$ cat src/rtl/single_ram_bist_if.sv
// RAM bus between the BIST initiator (master) and the single-port RAM (slave).
interface single_ram_bist_if #(
  parameter int ADDR_WIDTH = 5,
  parameter int DATA_WIDTH = 8
);
  logic                  ram_en;
  logic                  ram_we;
  logic [ADDR_WIDTH-1:0] ram_addr;
  logic [DATA_WIDTH-1:0] ram_din;
  logic [DATA_WIDTH-1:0] ram_dout;

  modport master (output ram_en, ram_we, ram_addr, ram_din, input ram_dout);
  modport slave  (input ram_en, ram_we, ram_addr, ram_din, output ram_dout);
endinterface

$ cat src/rtl/single_ram_bist.sv
// Fill/readback self-test for a single-port RAM with 1-cycle read latency; 66-cycle run.
// Optional SINGLE_RAM_BIST_FAIL_ADDR_EN adds first-mismatch address/data capture.
module single_ram_bist #(
  parameter int ADDR_WIDTH    = 5,
  parameter int DATA_WIDTH    = 8,
  parameter int MEM_DEPTH     = 32,
  parameter int ERR_CNT_WIDTH = 6
) (
  input  logic                     clk,
  input  logic                     rst,
  input  logic                     start,
  input  logic [DATA_WIDTH-1:0]    seed,
  single_ram_bist_if.master        ram,
  output logic                     busy,
  output logic                     done,
  output logic                     err,
  output logic [ERR_CNT_WIDTH-1:0] err_cnt
`ifdef SINGLE_RAM_BIST_FAIL_ADDR_EN
  ,
  output logic [ADDR_WIDTH-1:0]    fail_addr,
  output logic [DATA_WIDTH-1:0]    fail_data
`endif
);

  typedef enum logic [2:0] {S_IDLE, S_WRITE, S_READ, S_TAIL, S_DONE} state_t;

  localparam logic [ADDR_WIDTH-1:0] LAST = ADDR_WIDTH'(MEM_DEPTH - 1);
  localparam logic [ADDR_WIDTH-1:0] ONE  = ADDR_WIDTH'(1);

  state_t                state;
  logic [DATA_WIDTH-1:0] seed_q;
  logic [ADDR_WIDTH-1:0] idx;
  logic [ADDR_WIDTH-1:0] exp_idx;
  logic                  rd_vld;
  logic                  en_q;
  logic                  we_q;
  logic [DATA_WIDTH-1:0] din_q;

  function automatic logic [DATA_WIDTH-1:0] pat(input logic [DATA_WIDTH-1:0] s,
                                                input logic [ADDR_WIDTH-1:0] k);
    return DATA_WIDTH'(s + DATA_WIDTH'(k));
  endfunction

  assign ram.ram_en   = en_q;
  assign ram.ram_we   = we_q;
  assign ram.ram_addr = idx;
  assign ram.ram_din  = din_q;

  always_ff @(posedge clk or posedge rst) begin
    if (rst) begin
      state   <= S_IDLE;
      seed_q  <= '0;
      idx     <= '0;
      exp_idx <= '0;
      rd_vld  <= 1'b0;
      en_q    <= 1'b0;
      we_q    <= 1'b0;
      din_q   <= '0;
      busy    <= 1'b0;
      done    <= 1'b0;
      err     <= 1'b0;
      err_cnt <= '0;
`ifdef SINGLE_RAM_BIST_FAIL_ADDR_EN
      fail_addr <= '0;
      fail_data <= '0;
`endif
    end else begin
      // Read data arrives one cycle after the read, so compare against the delayed index.
      rd_vld  <= (state == S_READ);
      exp_idx <= idx;
      if (rd_vld && (ram.ram_dout != pat(seed_q, exp_idx))) begin
        err <= 1'b1;
        if (err_cnt != '1) err_cnt <= err_cnt + ERR_CNT_WIDTH'(1);
`ifdef SINGLE_RAM_BIST_FAIL_ADDR_EN
        if (!err) begin
          fail_addr <= exp_idx;
          fail_data <= ram.ram_dout;
        end
`endif
      end

      case (state)
        S_IDLE: begin
          done <= 1'b0;
          if (start) begin
            state   <= S_WRITE;
            seed_q  <= seed;
            idx     <= '0;
            en_q    <= 1'b1;
            we_q    <= 1'b1;
            din_q   <= seed;
            busy    <= 1'b1;
            err     <= 1'b0;
            err_cnt <= '0;
`ifdef SINGLE_RAM_BIST_FAIL_ADDR_EN
            fail_addr <= '0;
            fail_data <= '0;
`endif
          end
        end
        S_WRITE: begin
          if (idx == LAST) begin
            state <= S_READ;
            idx   <= '0;
            we_q  <= 1'b0;
            din_q <= '0;
          end else begin
            idx   <= idx + ONE;
            din_q <= pat(seed_q, idx + ONE);
          end
        end
        S_READ: begin
          if (idx == LAST) begin
            state <= S_TAIL;
            idx   <= '0;
            en_q  <= 1'b0;
          end else begin
            idx <= idx + ONE;
          end
        end
        S_TAIL: begin
          state <= S_DONE;
          busy  <= 1'b0;
          done  <= 1'b1;
        end
        S_DONE: begin
          state <= S_IDLE;
          done  <= 1'b0;
        end
        default: state <= S_IDLE;
      endcase
    end
  end

endmodule

$ cat src/flat_wrapper.sv
// flat-port wrapper written by rule: the top's interface ports become plain ports
module single_ram_bist_flat 
#(
  parameter int ADDR_WIDTH    = 5,
  parameter int DATA_WIDTH    = 8,
  parameter int MEM_DEPTH     = 32,
  parameter int ERR_CNT_WIDTH = 6
)
  (clk, rst, start, seed, busy, done, err, err_cnt, ram_ram_en, ram_ram_we, ram_ram_addr, ram_ram_din, ram_ram_dout);
  single_ram_bist_if #(.ADDR_WIDTH(ADDR_WIDTH), .DATA_WIDTH(DATA_WIDTH)) ram_i ();
  input  logic clk;
  input  logic rst;
  input  logic start;
  input  logic [DATA_WIDTH-1:0] seed;
  output logic busy;
  output logic done;
  output logic err;
  output logic [ERR_CNT_WIDTH-1:0] err_cnt;
  output wire logic [$bits(ram_i.ram_en)-1:0] ram_ram_en;
  output wire logic [$bits(ram_i.ram_we)-1:0] ram_ram_we;
  output wire logic [$bits(ram_i.ram_addr)-1:0] ram_ram_addr;
  output wire logic [$bits(ram_i.ram_din)-1:0] ram_ram_din;
  input wire logic [$bits(ram_i.ram_dout)-1:0] ram_ram_dout;
  assign ram_ram_en = ram_i.ram_en;
  assign ram_ram_we = ram_i.ram_we;
  assign ram_ram_addr = ram_i.ram_addr;
  assign ram_ram_din = ram_i.ram_din;
  assign ram_i.ram_dout = ram_ram_dout;
  single_ram_bist #(.ADDR_WIDTH(ADDR_WIDTH), .DATA_WIDTH(DATA_WIDTH), .MEM_DEPTH(MEM_DEPTH), .ERR_CNT_WIDTH(ERR_CNT_WIDTH)) u_core (.clk(clk), .rst(rst), .start(start), .seed(seed), .ram(ram_i), .busy(busy), .done(done), .err(err), .err_cnt(err_cnt));
endmodule
$ cat config.mk
export PLATFORM = sky130hd
export DESIGN_NAME = single_ram_bist_flat
export DESIGN_NICKNAME = d
export VERILOG_FILES = /design/src/rtl/single_ram_bist_if.sv /design/src/rtl/single_ram_bist.sv /design/src/flat_wrapper.sv
export SDC_FILE = /design/constraint.sdc
export NUM_CORES = 1
export LEC_CHECK = 0
export ABC_AREA = 0
export BUFFER_PORTS_ARGS = -buffer_cell sky130_fd_sc_hd__buf_2
export CORE_UTILIZATION = 40
export DETAILED_ROUTE_END_ITERATION = 10
export GPL_ROUTABILITY_DRIVEN = 0
export SETUP_SLACK_MARGIN = 0.5
export SYNTH_ARGS = -nofsm -noshare
export SYNTH_HDL_FRONTEND = slang
export SYNTH_SLANG_ARGS = --single-unit
export TNS_END_PERCENT = 30
$ cat constraint.sdc
create_clock -name clk -period 3.3 [get_ports clk]
set_input_delay 0.165 -clock clk [delete_from_list [all_inputs] [get_ports clk]]
set_output_delay 0.165 -clock clk [all_outputs]
set_load 0.01 [all_outputs]
==> out/qor.yml, run 1 <==
status: "finished with violations"
failed_checks: "hold timing"
max_cap_violations: 0
hold_class: "in2async"
clock_skew_ns: 0.007618
final_cell_area_mm2: 0.002713
finalSetupViolCount: 0
cts.repair.resized: 0
drive_above_1_share: 0.2327
hpwl_um: 3433
synth_edf_count: 0
postCtsHoldBufs: 0
postRouteAntennaNets: 0
antenna_found_initial: 0
fin_nets: 308
postSynthAreaPerCell_um2: 9.836
power_frac_seq: 0.320
synth_nets: 265
critical_path.startpoint_type: "flip-flop"
syn_area_mm2: 0.002272
critPathMaxStageDelay_ns: 0.47
layout.cells.non_filler: 347
cts_root_buf: "clkbuf_8"
slew_violations: 0
clock_sinks: 41
powerDensity_mw_per_mm2: 1014
routed_via_density: 5.202
cts.path.max_buffers: 2
power_mw: 2.751
numCtsBuffers: 5
initialDrtViolationCount: 60
coreArea_mm2: 0.005507
die_area_mm2: 0.005986
cts_tree: "done"
setup_slack_ns: 0.6082
yosys.area_share.xor_xnor: 0.06938
async_flop_share: 1.000
ys_ff_latch: 41
die_w_um: 77.37
yosys_warnings: 0
area_growth_pct: 19.38
worst_pin_slew_ns: 0.5333
crit_required_ns: 3.53
p_int_mw: 1.648
synthDistinctLibCells: 44
arrival_ns: 2.92
first_pass_iters: 4
crit_chain: "ha_1 -> fa_1 -> a21o_1 -> a211oi_2 -> o21ai_1 -> a2111oi_4 -> a21oi_4 -> a31o_1 -> a21oi_2"
cts_setup_buffers: 0
ys_seq_area_frac: 0.4515
timing.hold.ws_ns: -0.02026
synth-simple-area-share: 0.1784
numPlacedInstances: 339
vdd_drop_max_mv: 0.5199
power_frac_comb: 0.505
critical_path_buf_inv_count: 0
slew_headroom: 0.6445
clkPwrFrac: 0.175
syn_inst: 231
clk_pin_slew_worst_paths_ns: 0.08
period_minus_slack_ns: 2.692
grt_pass1_vias: 1696
rows: 27
synthMuxAreaShare: 0.004405
wirelength_um: 4813
clock_latency_ns: 0.29
synth_compound_area_frac: 0.1801
fin_util: 0.4926
hold_viol_final: 34
wl_per_cell_um: 13.87
cts_htree_levels: 2
place.port_buffers: 42
worstPathMaxFanout: 10
place_ws_ns: 0.6113
grt_pass1_wl_um: 8142
power_switching_mw: 1.103
synth-adder-area-share: 0.08921
drc: 0
critPathTopFamily: "compound AO/OA/AOI/OAI gates"
routed-via-count: 1805
max_freq_mhz: 371.5
rsz0062_at_grt: "false"
synth_top_flop_cell: "dfrtp_1"
diodes: 0
die_y_um: 77.37
io_pins: 43
grt_max_degree: 42
dpl_cell_area_mm2: 0.002566
p_sw_frac: 0.4009
grt.overflow.total: 0
leakagePower_nw: 1.354
tns_ns: 0
crit_slowest_cell: "a2111oi_4"
start_util: 0.4126
crit_type: "reg2reg"
worstSetupEndpointType: "flip-flop"
grtUsageTotal: 0.1761
synth_top_family_by_area: "compound AO/OA/AOI/OAI gates"
fin_crit_sh: 0.8157
## kinds of logic (layout without fill, tap and decap cells)
| logic type | count (synthesis) | count (layout) |
|---|---|---|
| AOI/OAI and AO/OA | 57 | 57 |
| xor gates and xnor gates | 18 | 18 |
| adders and majority gates | 15 | 15 |
| buffers and inverters | 16 | 60 |
| DFF | 41 | 41 |
| muxes | 1 | 1 |
| and+or+nand+nor | 83 | 83 |
## final timing paths
| path | cells after the start | to | start | slack, ns |
|---|---|---|---|---|
| worst min-delay path | 3 | u_core.err$_DFF_PP0_ | rst | -0.02 |
| worst max register to register | 9 | u_core.err_cnt[2]$_DFF_PP0_ | u_core.seed_q[0]$_DFFE_PP0P_ | 0.61 |
| worst min register to register | 0 | u_core.exp_idx[4]$_DFF_PP0_ | u_core.ram.ram_addr[4]$_DFFE_PP0P_ | 0.47 |
| max in group asynchronous | 3 | u_core.state[2]$_DFFE_PP0P_ | rst | 2.95 |
| min in group clk | 3 | u_core.seed_q[6]$_DFFE_PP0P_ | seed[6] | 0.09 |
| worst max-delay path | 9 | u_core.err_cnt[2]$_DFF_PP0_ | u_core.seed_q[0]$_DFFE_PP0P_ | 0.61 |
## flip-flops by register name, summed over array words and instances (netlist names)
register / cells
u_core.busy: 1
u_core.done: 1
u_core.err: 1
u_core.err_cnt: 6
u_core.exp_idx: 5
u_core.ram.ram_addr: 5
u_core.ram.ram_din: 8
u_core.ram.ram_en: 1
u_core.ram.ram_we: 1
u_core.rd_vld: 1
u_core.seed_q: 8
u_core.state: 3
## worst min-delay path: stages
cell   delay [ns]
buf_2        0.09
inv_1        0.04
buf_4        0.43
## layer usage
layer	share of wire	wire [µm]	vias up	GRT usage
met1	0.49	2378	866	0.2455
met5	0	0	-	0
met4	0.017	83	0	0.06415
met2	0.46	2202	34	0.2708
met3	0.031	148	8	0.03529
li1	-	-	897	-
## synthesized netlist by cell type (2+ instances only)
master / instances / area share
clkbuf_1: 8 / 0.013
o21ai_0: 12 / 0.026
inv_1: 7 / 0.012
a22o_1: 2 / 0.0077
a311oi_1: 2 / 0.0077
nand2_1: 42 / 0.069
ha_1: 13 / 0.072
a21oi_1: 9 / 0.020
a2111oi_0: 2 / 0.0077
xnor2_1: 8 / 0.031
nor3b_1: 2 / 0.0066
nor2_1: 9 / 0.015
nor2b_1: 5 / 0.014
xor2_1: 10 / 0.039
nand3_1: 4 / 0.0088
and2_1: 2 / 0.0055
fa_1: 2 / 0.018
o22ai_1: 6 / 0.017
or2_2: 2 / 0.0055
nor4b_1: 2 / 0.0077
a211oi_1: 2 / 0.0066
a21boi_0: 8 / 0.026
a21oi_2: 2 / 0.0077
dfrtp_1: 41 / 0.45
nand2b_1: 3 / 0.0083
and3_1: 4 / 0.011
nand3b_1: 3 / 0.0099
a21o_1: 3 / 0.0099
## power groups by stage
stage | Sequential [mW] | Combinational (mW) | Clock [mW]
2_1_floorplan | 0.887 | 1.02 | 0
3_3_place_gp | 0.888 | 1.37 | 0
3_5_place_dp | 0.896 | 1.37 | 0
4_1_cts | 0.888 | 1.39 | 0.491
5_1_grt | 0.920 | 1.57 | 0.515
6_report | 0.881 | 1.39 | 0.481
## layout make-up
type / count / area [µm²]
Tap cell: 72 / 90.09
Sequential cell: 41 / 1026
Clock inverter: 3 / 65.06
Fill cell: 528 / 2794
Multi-Input combinational cell: 174 / 1204
Clock buffer: 5 / 68.82
Inverter: 7 / 26.28
Timing Repair Buffer: 45 / 232.7
## cell usage in the layout (no fill, tap or decap), drive strengths merged, types with 2 or more instances in the layout
cell type and n:
nand2 42, a211oi 2, and3 4, nor4b 2, a31o 2, buf 45
nor2 9, nand3b 3, o22ai 6, fa 2, xnor2 8, nand3 4
inv 7, nor2b 5, and2 2, or3 2, xor2 10, nand2b 3
or2 2, clkbuf 5, a22o 2, dfrtp 41, a21o 3, a21oi 11
a2111oi 3, a311oi 2, a21boi 8, nor3b 2, ha 13, o21ai 12
bufinv 2
Note: power is estimated with default switching activity, not from simulation.
==> inputs of run 2 (changes only) <==
--- a/config.mk
+++ b/config.mk
@@ -5,7 +5,7 @@
 export SDC_FILE = /design/constraint.sdc
 export NUM_CORES = 1
 export LEC_CHECK = 0
-export ABC_AREA = 0
+export ABC_AREA = 1
 export BUFFER_PORTS_ARGS = -buffer_cell sky130_fd_sc_hd__buf_2
 export CORE_UTILIZATION = 40
 export DETAILED_ROUTE_END_ITERATION = 10
==> constraint.sdc (replaced) <==
create_clock -name clk -period 2.55 [get_ports clk]
set_input_delay 0.1275 -clock clk [delete_from_list [all_inputs] [get_ports clk]]
set_output_delay 0.1275 -clock clk [all_outputs]
set_load 0.01 [all_outputs]
==> run 2 against run 1 <==
The run now ends clean. Synthesized cell count grew 30%. Cell area up 12%. Synthesized area rose by 4.5%. Die area grew 4.4%. Register-to-register slack worse by 0.14 ns. Critical path depth increased by 3. First-iteration DRC count up 23%. Setup slack lost 0.14 ns.
==> out/qor.yml, run 2 <==
status: "completed"
ys_seq_area_frac: 0.4320  # -0.01951
synthDistinctLibCells: 31  # -30%
initialDrtViolationCount: 74  # +23%
postSynthAreaPerCell_um2: 7.890  # -20%
fin_crit_sh: 0.8146  # -0.001072
antenna_found_initial: 0  # unchanged
first_pass_iters: 4  # unchanged
worst_pin_slew_ns: 0.5303  # -0.002935 ns
critical_path.startpoint_type: "flip-flop"
layout_common_cells: "nand2_1, buf_2, dfrtp_1"
start_util: 0.4235  # +0.01084
cts_tree: "done"
worstPathMaxFanout: 4  # -6
final_cell_area_mm2: 0.003029  # +12%
rows: 27  # unchanged
synth_top_flop_cell: "dfrtp_1"
power_mw: 4.211  # +53%
leakagePower_nw: 1.588  # +17%
die_area_mm2: 0.006249  # +4.4%
syn_area_mm2: 0.002375  # +4.5%
critPathMaxStageDelay_ns: 0.41  # -0.06 ns
critical_path_buf_inv_count: 4  # +4
crit_type: "reg2reg"
whs_path_depth: 3
io_pins: 43  # unchanged
grt_pass1_wl_um: 9370  # +15%
fin_nets: 392  # +27%
drive_above_1_share: 0.2786  # +0.04582
layout.cells.non_filler: 431  # +24%
wl_per_cell_um: 13.36  # -3.6%
max_freq_mhz: 481.4  # +30%
coreArea_mm2: 0.005608  # +1.8%
cts_htree_levels: 2  # unchanged
yosys.area_share.xor_xnor: 0.04795  # -0.02144
synth-simple-area-share: 0.2650  # +0.08660
die_w_um: 79.05  # +2.2%
powerDensity_mw_per_mm2: 1390  # +37%
final_common_cell: "nand2_1"
grt.overflow.total: 0  # unchanged
synth_top_area_share: 0.4320  # -0.01951
r2r_start: "u_core.ram.ram_addr[0]$_DFFE_PP0P_"
die_y_um: 79.05  # +2.2%
yosys_warnings: 0  # unchanged
synthMuxAreaShare: 0  # -0.004405
ys_ff_latch: 41  # unchanged
synth-adder-area-share: 0.08535  # -0.003854
grtUsageTotal: 0.1973  # +0.02119
max_cap_violations: 0  # unchanged
place.port_buffers: 42  # unchanged
clock_skew_ns: 0.007489  # -0.0001297 ns
finalSetupViolCount: 0  # unchanged
crit_required_ns: 2.77  # -0.76 ns
dpl_cell_area_mm2: 0.002676  # +4.3%
rr_endpoint: "u_core.ram.ram_din[4]$_DFFE_PP0P_"
min_to: "u_core.seed_q[7]$_DFFE_PP0P_"
grt_pass1_vias: 2003  # +18%
drc: 0  # unchanged
vdd_drop_max_mv: 0.7001  # +35%
tns_ns: 0  # unchanged
period_minus_slack_ns: 2.077  # -0.6145 ns
wirelength_um: 5760  # +20%
numCtsBuffers: 5  # unchanged
synth_edf_count: 0  # unchanged
min_from: "seed[7]"
slew_violations: 0  # unchanged
clk_pin_slew_worst_paths_ns: 0.08  # about the same
arrival_ns: 2.30  # -0.62 ns
syn_inst: 301  # +30%
worstSetupEndpointType: "flip-flop"
hpwl_um: 4064  # +18%
synth_nets: 335  # +26%
slew_headroom: 0.6464  # +0.001957
synth_area_leader_cell: "dfrtp_1"
clock_latency_ns: 0.29  # about the same
area_growth_pct: 27.56
cts_root_buf: "clkbuf_8"
clock_sinks: 41  # unchanged
rsz0062_at_grt: "true"
crit_cells: 12  # +3
cts.path.max_buffers: 2  # unchanged
crit_chain: "buf_6 -> inv_2 -> ha_4 -> fa_2 -> nand2_2 -> inv_2 -> o21ai_2 -> nand2_1 -> buf_4 -> a21oi_1 -> o21ai_0 -> a21oi_1"
critPathTopFamily: "adder cells"
yosysMostFrequentCell: "nand2_1"
routed_via_density: 4.805  # -7.6%
synthTopCellsByArea: "dfrtp_1, nand2_1, ha_1"
crit_slowest_cell: "dfrtp_2"
synth_compound_area_frac: 0.09905  # -0.08101
diodes: 0  # unchanged
hold_viol_final: 0  # -100%
reg2reg_slack_ns: 0.47  # -0.14 ns
synth_common_cells: "nand2_1, dfrtp_1, inv_1, nor2_1, nand3_1"
hold_class: "in2reg"
routed-via-count: 2071  # +15%
numPlacedInstances: 413  # +22%
r2r_cells: 12  # +3
postRouteAntennaNets: 0  # unchanged
async_flop_share: 1.000  # unchanged
synth_top_family_by_area: "simple AND/OR/NAND/NOR gates"
grt_max_degree: 42  # unchanged
run 2: cell types whose count changed after synthesis, moves of 4 or more:
| cell | previous run | this run |
|---|---|---|
| nor2b_1 | 5 | 0 |
| nor2_1 | 9 | 35 |
| o22ai_1 | 6 | 1 |
| and3_1 | 4 | 0 |
| a21boi_0 | 8 | 1 |
| inv_1 | 7 | 38 |
| nand2_1 | 42 | 75 |
| clkbuf_1 | 8 | 2 |
| nand3_1 | 4 | 23 |
| a21oi_1 | 9 | 13 |
| xnor2_1 | 8 | 3 |
run 2: report_power, final:
group / internal [mW] / leakage [nW] / switching [mW]
sequential: 0.938 / 0.510 / 0.268
clock: 0.319 / 0.0585 / 0.220
combinational: 1.07 / 1.02 / 1.40
run 2: worst max-delay path by stage:
| stage | startpoint | endpoint | slack (ns) |
|---|---|---|---|
| 2_1_floorplan | u_core.ram.ram_addr[0]$_DFFE_PP0P_ | u_core.ram.ram_din[6]$_DFFE_PP0P_ | 0.50 |
| 3_3_place_gp | u_core.ram.ram_addr[0]$_DFFE_PP0P_ | u_core.ram.ram_din[5]$_DFFE_PP0P_ | 0.38 |
| 3_5_place_dp | u_core.ram.ram_addr[0]$_DFFE_PP0P_ | u_core.ram.ram_din[5]$_DFFE_PP0P_ | 0.31 |
| 4_1_cts | u_core.ram.ram_addr[0]$_DFFE_PP0P_ | u_core.ram.ram_din[5]$_DFFE_PP0P_ | 0.48 |
| 5_1_grt | u_core.ram.ram_addr[0]$_DFFE_PP0P_ | u_core.ram.ram_din[6]$_DFFE_PP0P_ | 0.35 |
| 6_report | u_core.ram.ram_addr[0]$_DFFE_PP0P_ | u_core.ram.ram_din[4]$_DFFE_PP0P_ | 0.47 |
run 2: through the flow:
step | hold WS (ns) | setup slack [ns] | util
6_report | 0.03894 | 0.4727 | 0.5402
5_1_grt | 0.04046 | 0.3525 | 0.5402
4_1_cts | 0.03153 | 0.4774 | 0.5125
3_5_place_dp | 0.2888 | 0.3119 | 0.4772
3_3_place_gp | 0.2857 | 0.3789 | 0.4772
2_1_floorplan | 0.2371 | 0.4951 | -
run 2: logic make-up after synthesis:
group / after synthesis
xor+xnor: 13
flops: 41
buf+inv: 44
simple gates: 147
fa+ha+maj: 15
compound gates: 41
run 2: what timing repair did:
item                                    in CTS  in global routing
gates resized for setup                      8                 25
hold endpoints to repair                    41                  0
pin swaps                                    6                 18
hold buffers                                 1                  0
endpoints found under the setup margin      11                 11
setup buffers                                5                  4
run 2: layout make-up:
class	count	area, µm²
clock buffer	7	86.33
tap	72	90.09
clock inverter	1	30.03
multi-input combinational	216	1338
sequential	41	1028
inverter	40	150.1
timing repair buffer	54	306.5
fill	540	2579
run 2: worst reg2reg max path, delay by kind of cell, from the launching register on:
family | cells | cell delay (ns)
adder cells (fa/ha/maj) | 2 | 0.52
AO/OA/AOI/OAI | 4 | 0.52
flip-flops | 1 | 0.41
buffers and inverters | 4 | 0.35
AND/OR/NAND/NOR | 2 | 0.21
run 2: layer usage:
metal	track usage	part of all wire	vias to the layer above
met5	0	0	-
met3	0.03908	0.029	4
met1	0.2592	0.48	968
li1	-	-	1068
met4	0.07636	0.0095	0
met2	0.3198	0.48	31
==> inputs of run 3 (changes only) <==
--- a/config.mk
+++ b/config.mk
@@ -5,7 +5,7 @@
 export SDC_FILE = /design/constraint.sdc
 export NUM_CORES = 1
 export LEC_CHECK = 0
-export ABC_AREA = 1
+export ABC_AREA = 0
 export BUFFER_PORTS_ARGS = -buffer_cell sky130_fd_sc_hd__buf_2
 export CORE_UTILIZATION = 40
 export DETAILED_ROUTE_END_ITERATION = 10
==> constraint.sdc (replaced) <==
create_clock -name clk -period 1.7 [get_ports clk]
set_input_delay 0.085 -clock clk [delete_from_list [all_inputs] [get_ports clk]]
set_output_delay 0.085 -clock clk [all_outputs]
set_load 0.01 [all_outputs]
==> run 3 against run 2 <==
The flow now finishes with violations (setup timing). Global-route usage down 0.65 points. Die area down 4.2%. Clock-buffer cell count up 1. Setup slack worse by 1.2 ns. Hold slack worse by 0.022 ns. Cell area up 7.3%. Power up 53%. Critical path depth down 2. First-iteration DRC count down 23%. Maximum frequency down 15%.
==> out/qor.yml, run 3 (same netlist as run 1, synthesis figures left out) <==
clkPwrFrac: 0.103  # -0.025
cts_htree_levels: 2  # unchanged
clock_latency_ns: 0.29  # about the same
grt_pass1_wl_um: 9039  # -3.5%
hpwl_um: 3860  # -5.0%
max_freq_mhz: 411.6  # -15%
power_switching_mw: 2.523  # +34%
rsz0062_at_grt: "true"
layout.cells.non_filler: 391  # -9.3%
die_w_um: 77.37  # -2.1%
place.port_buffers: 42  # unchanged
initialDrtViolationCount: 57  # -23%
p_sw_frac: 0.3925  # -0.05580
diodes: 0  # unchanged
hold_class: "in2reg"
grtUsageTotal: 0.1909  # -0.006455
p_int_mw: 3.905  # +68%
period_minus_slack_ns: 2.430  # +0.3524 ns
power_mw: 6.428  # +53%
status: "finished with violations"
crit_required_ns: 1.93  # -0.84 ns
setup_slack_ns: -0.7297  # -1.202 ns
start_util: 0.4126  # -0.01084
postRouteAntennaNets: 0  # unchanged
worstSetupEndpointType: "flip-flop"
multi_input_comb_area_mm2: 0.001433  # +7.1%
failed_checks: "setup timing"
power_frac_comb: 0.643  # +0.057
grt_pass1_vias: 1978  # -1.2%
wl_per_cell_um: 13.96  # +4.5%
wirelength_um: 5459  # -5.2%
routed-via-count: 2001  # -3.4%
grt_max_degree: 42  # unchanged
critical_path.startpoint_type: "flip-flop"
io_pins: 43  # unchanged
numPlacedInstances: 375  # -9.2%
arrival_ns: 2.66  # +0.36 ns
final_cell_area_mm2: 0.003249  # +7.3%
powerDensity_mw_per_mm2: 1978  # +42%
vdd_drop_max_mv: 1.361  # +94%
crit_type: "reg2reg"
drc: 0  # unchanged
coreArea_mm2: 0.005507  # -1.8%
slew_violations: 0  # unchanged
cts_root_buf: "clkbuf_8"
power_frac_seq: 0.255  # -0.031
regArea_mm2: 0.001028  # unchanged
grt.overflow.total: 0  # unchanged
drive_above_1_share: 0.4514  # +0.1729
cts.path.max_buffers: 2  # unchanged
fin_crit_sh: 1.429  # +0.6146
place_ws_ns: -0.7791  # -1.091 ns
antenna_found_initial: 0  # unchanged
tns_ns: -6.224  # -6.224 ns
clock_sinks: 41  # unchanged
fin_nets: 352  # -10%
die_area_mm2: 0.005986  # -4.2%
rows: 27  # unchanged
hold_viol_final: 0  # unchanged
max_cap_violations: 0  # unchanged
worstPathMaxFanout: 5  # +1
clock_skew_ns: 0.007027  # -0.0004620 ns
dpl_cell_area_mm2: 0.002908  # +8.6%
first_pass_iters: 5  # +1
cts_tree: "done"
finalSetupViolCount: 13  # +13
area_growth_pct: 43.01
slew_headroom: 0.6477  # +0.001240
worst_pin_slew_ns: 0.5285  # -0.001859 ns
nFillCells: 510  # -5.6%
final_common_cell: "buf_2"
die_y_um: 77.37  # -2.1%
leakagePower_nw: 1.592  # +0.27%
routed_via_density: 5.118  # +6.5%
layout_common_cells: "buf_2, buf_4, dfrtp_1"
clk_pin_slew_worst_paths_ns: 0.08  # about the same
numCtsBuffers: 5  # unchanged
-- run 3: final cells by class --
| type | count | share of cell area |
|---|---|---|
| Clock buffer | 8 | 0.02772 |
| Inverter | 7 | 0.008086 |
| Multi-Input combinational cell | 175 | 0.4409 |
| Sequential cell | 41 | 0.3165 |
| Tap cell | 72 | 0.02772 |
| Timing Repair Buffer | 88 | 0.1791 |
-- run 3: power by group through the flow --
stage | sequential, mW | clock [mW] | combinational (mW)
3_3_place_gp | 1.64 | 0 | 3.56
6_report | 1.64 | 0.660 | 4.13
2_1_floorplan | 1.75 | 0 | 2.13
3_5_place_dp | 1.66 | 0 | 3.62
5_1_grt | 1.68 | 0.715 | 4.57
4_1_cts | 1.63 | 0.674 | 3.87
-- run 3: what timing repair did --
action,CTS,global route
hold buffers,1,0
cloned,1,0
resized for setup,20,26
endpoints found under the setup margin,33,33
pin swaps,26,20
endpoints found under the hold margin,41,0
setup buffers,4,2
-- run 3: path summary, 6_finish.rpt --
path / start / end / slack (ns) / depth (start not counted)
min reg2reg: u_core.ram.ram_we$_DFFE_PP0P_ / u_core.ram.ram_we$_DFFE_PP0P_ / 0.48 / 2
min: seed[2] / u_core.seed_q[2]$_DFFE_PP0P_ / 0.02 / 3
max in group asynchronous: rst / u_core.ram.ram_addr[0]$_DFFE_PP0P_ / 0.84 / 4
max reg2reg: u_core.seed_q[0]$_DFFE_PP0P_ / u_core.err_cnt[2]$_DFF_PP0_ / -0.73 / 10
max: u_core.seed_q[0]$_DFFE_PP0P_ / u_core.err_cnt[2]$_DFF_PP0_ / -0.73 / 10
min in group asynchronous: rst / u_core.err$_DFF_PP0_ / 0.46 / 4
-- run 3: layer usage --
metal / vias to the layer above / track usage / share of wire
met5: - / 0 / 0
met4: 0 / 0.05094 / 0.010
met3: 7 / 0.03294 / 0.029
met2: 38 / 0.3310 / 0.51
met1: 970 / 0.2445 / 0.45
li1: 986 / - / -
-- run 3: through the flow --
step / hold slack (ns) / utilization
global route: 0.03665 / 0.5901
detailed placement: 0.2531 / 0.5281
global placement: 0.2462 / 0.5281
CTS: 0.01861 / 0.5656
floorplan: 0.2030 / -
finish: 0.01688 / 0.5901
-- run 3: worst max-delay path, cell delays in order (launching register included) --
cell,delay [ns]
dfrtp_1,0.39
ha_2,0.19
fa_2,0.34
a21o_1,0.21
a21oi_1,0.18
xnor2_1,0.13
a2111oi_4,0.32
buf_4,0.20
a21oi_4,0.08
a31o_1,0.23
a21oi_2,0.10
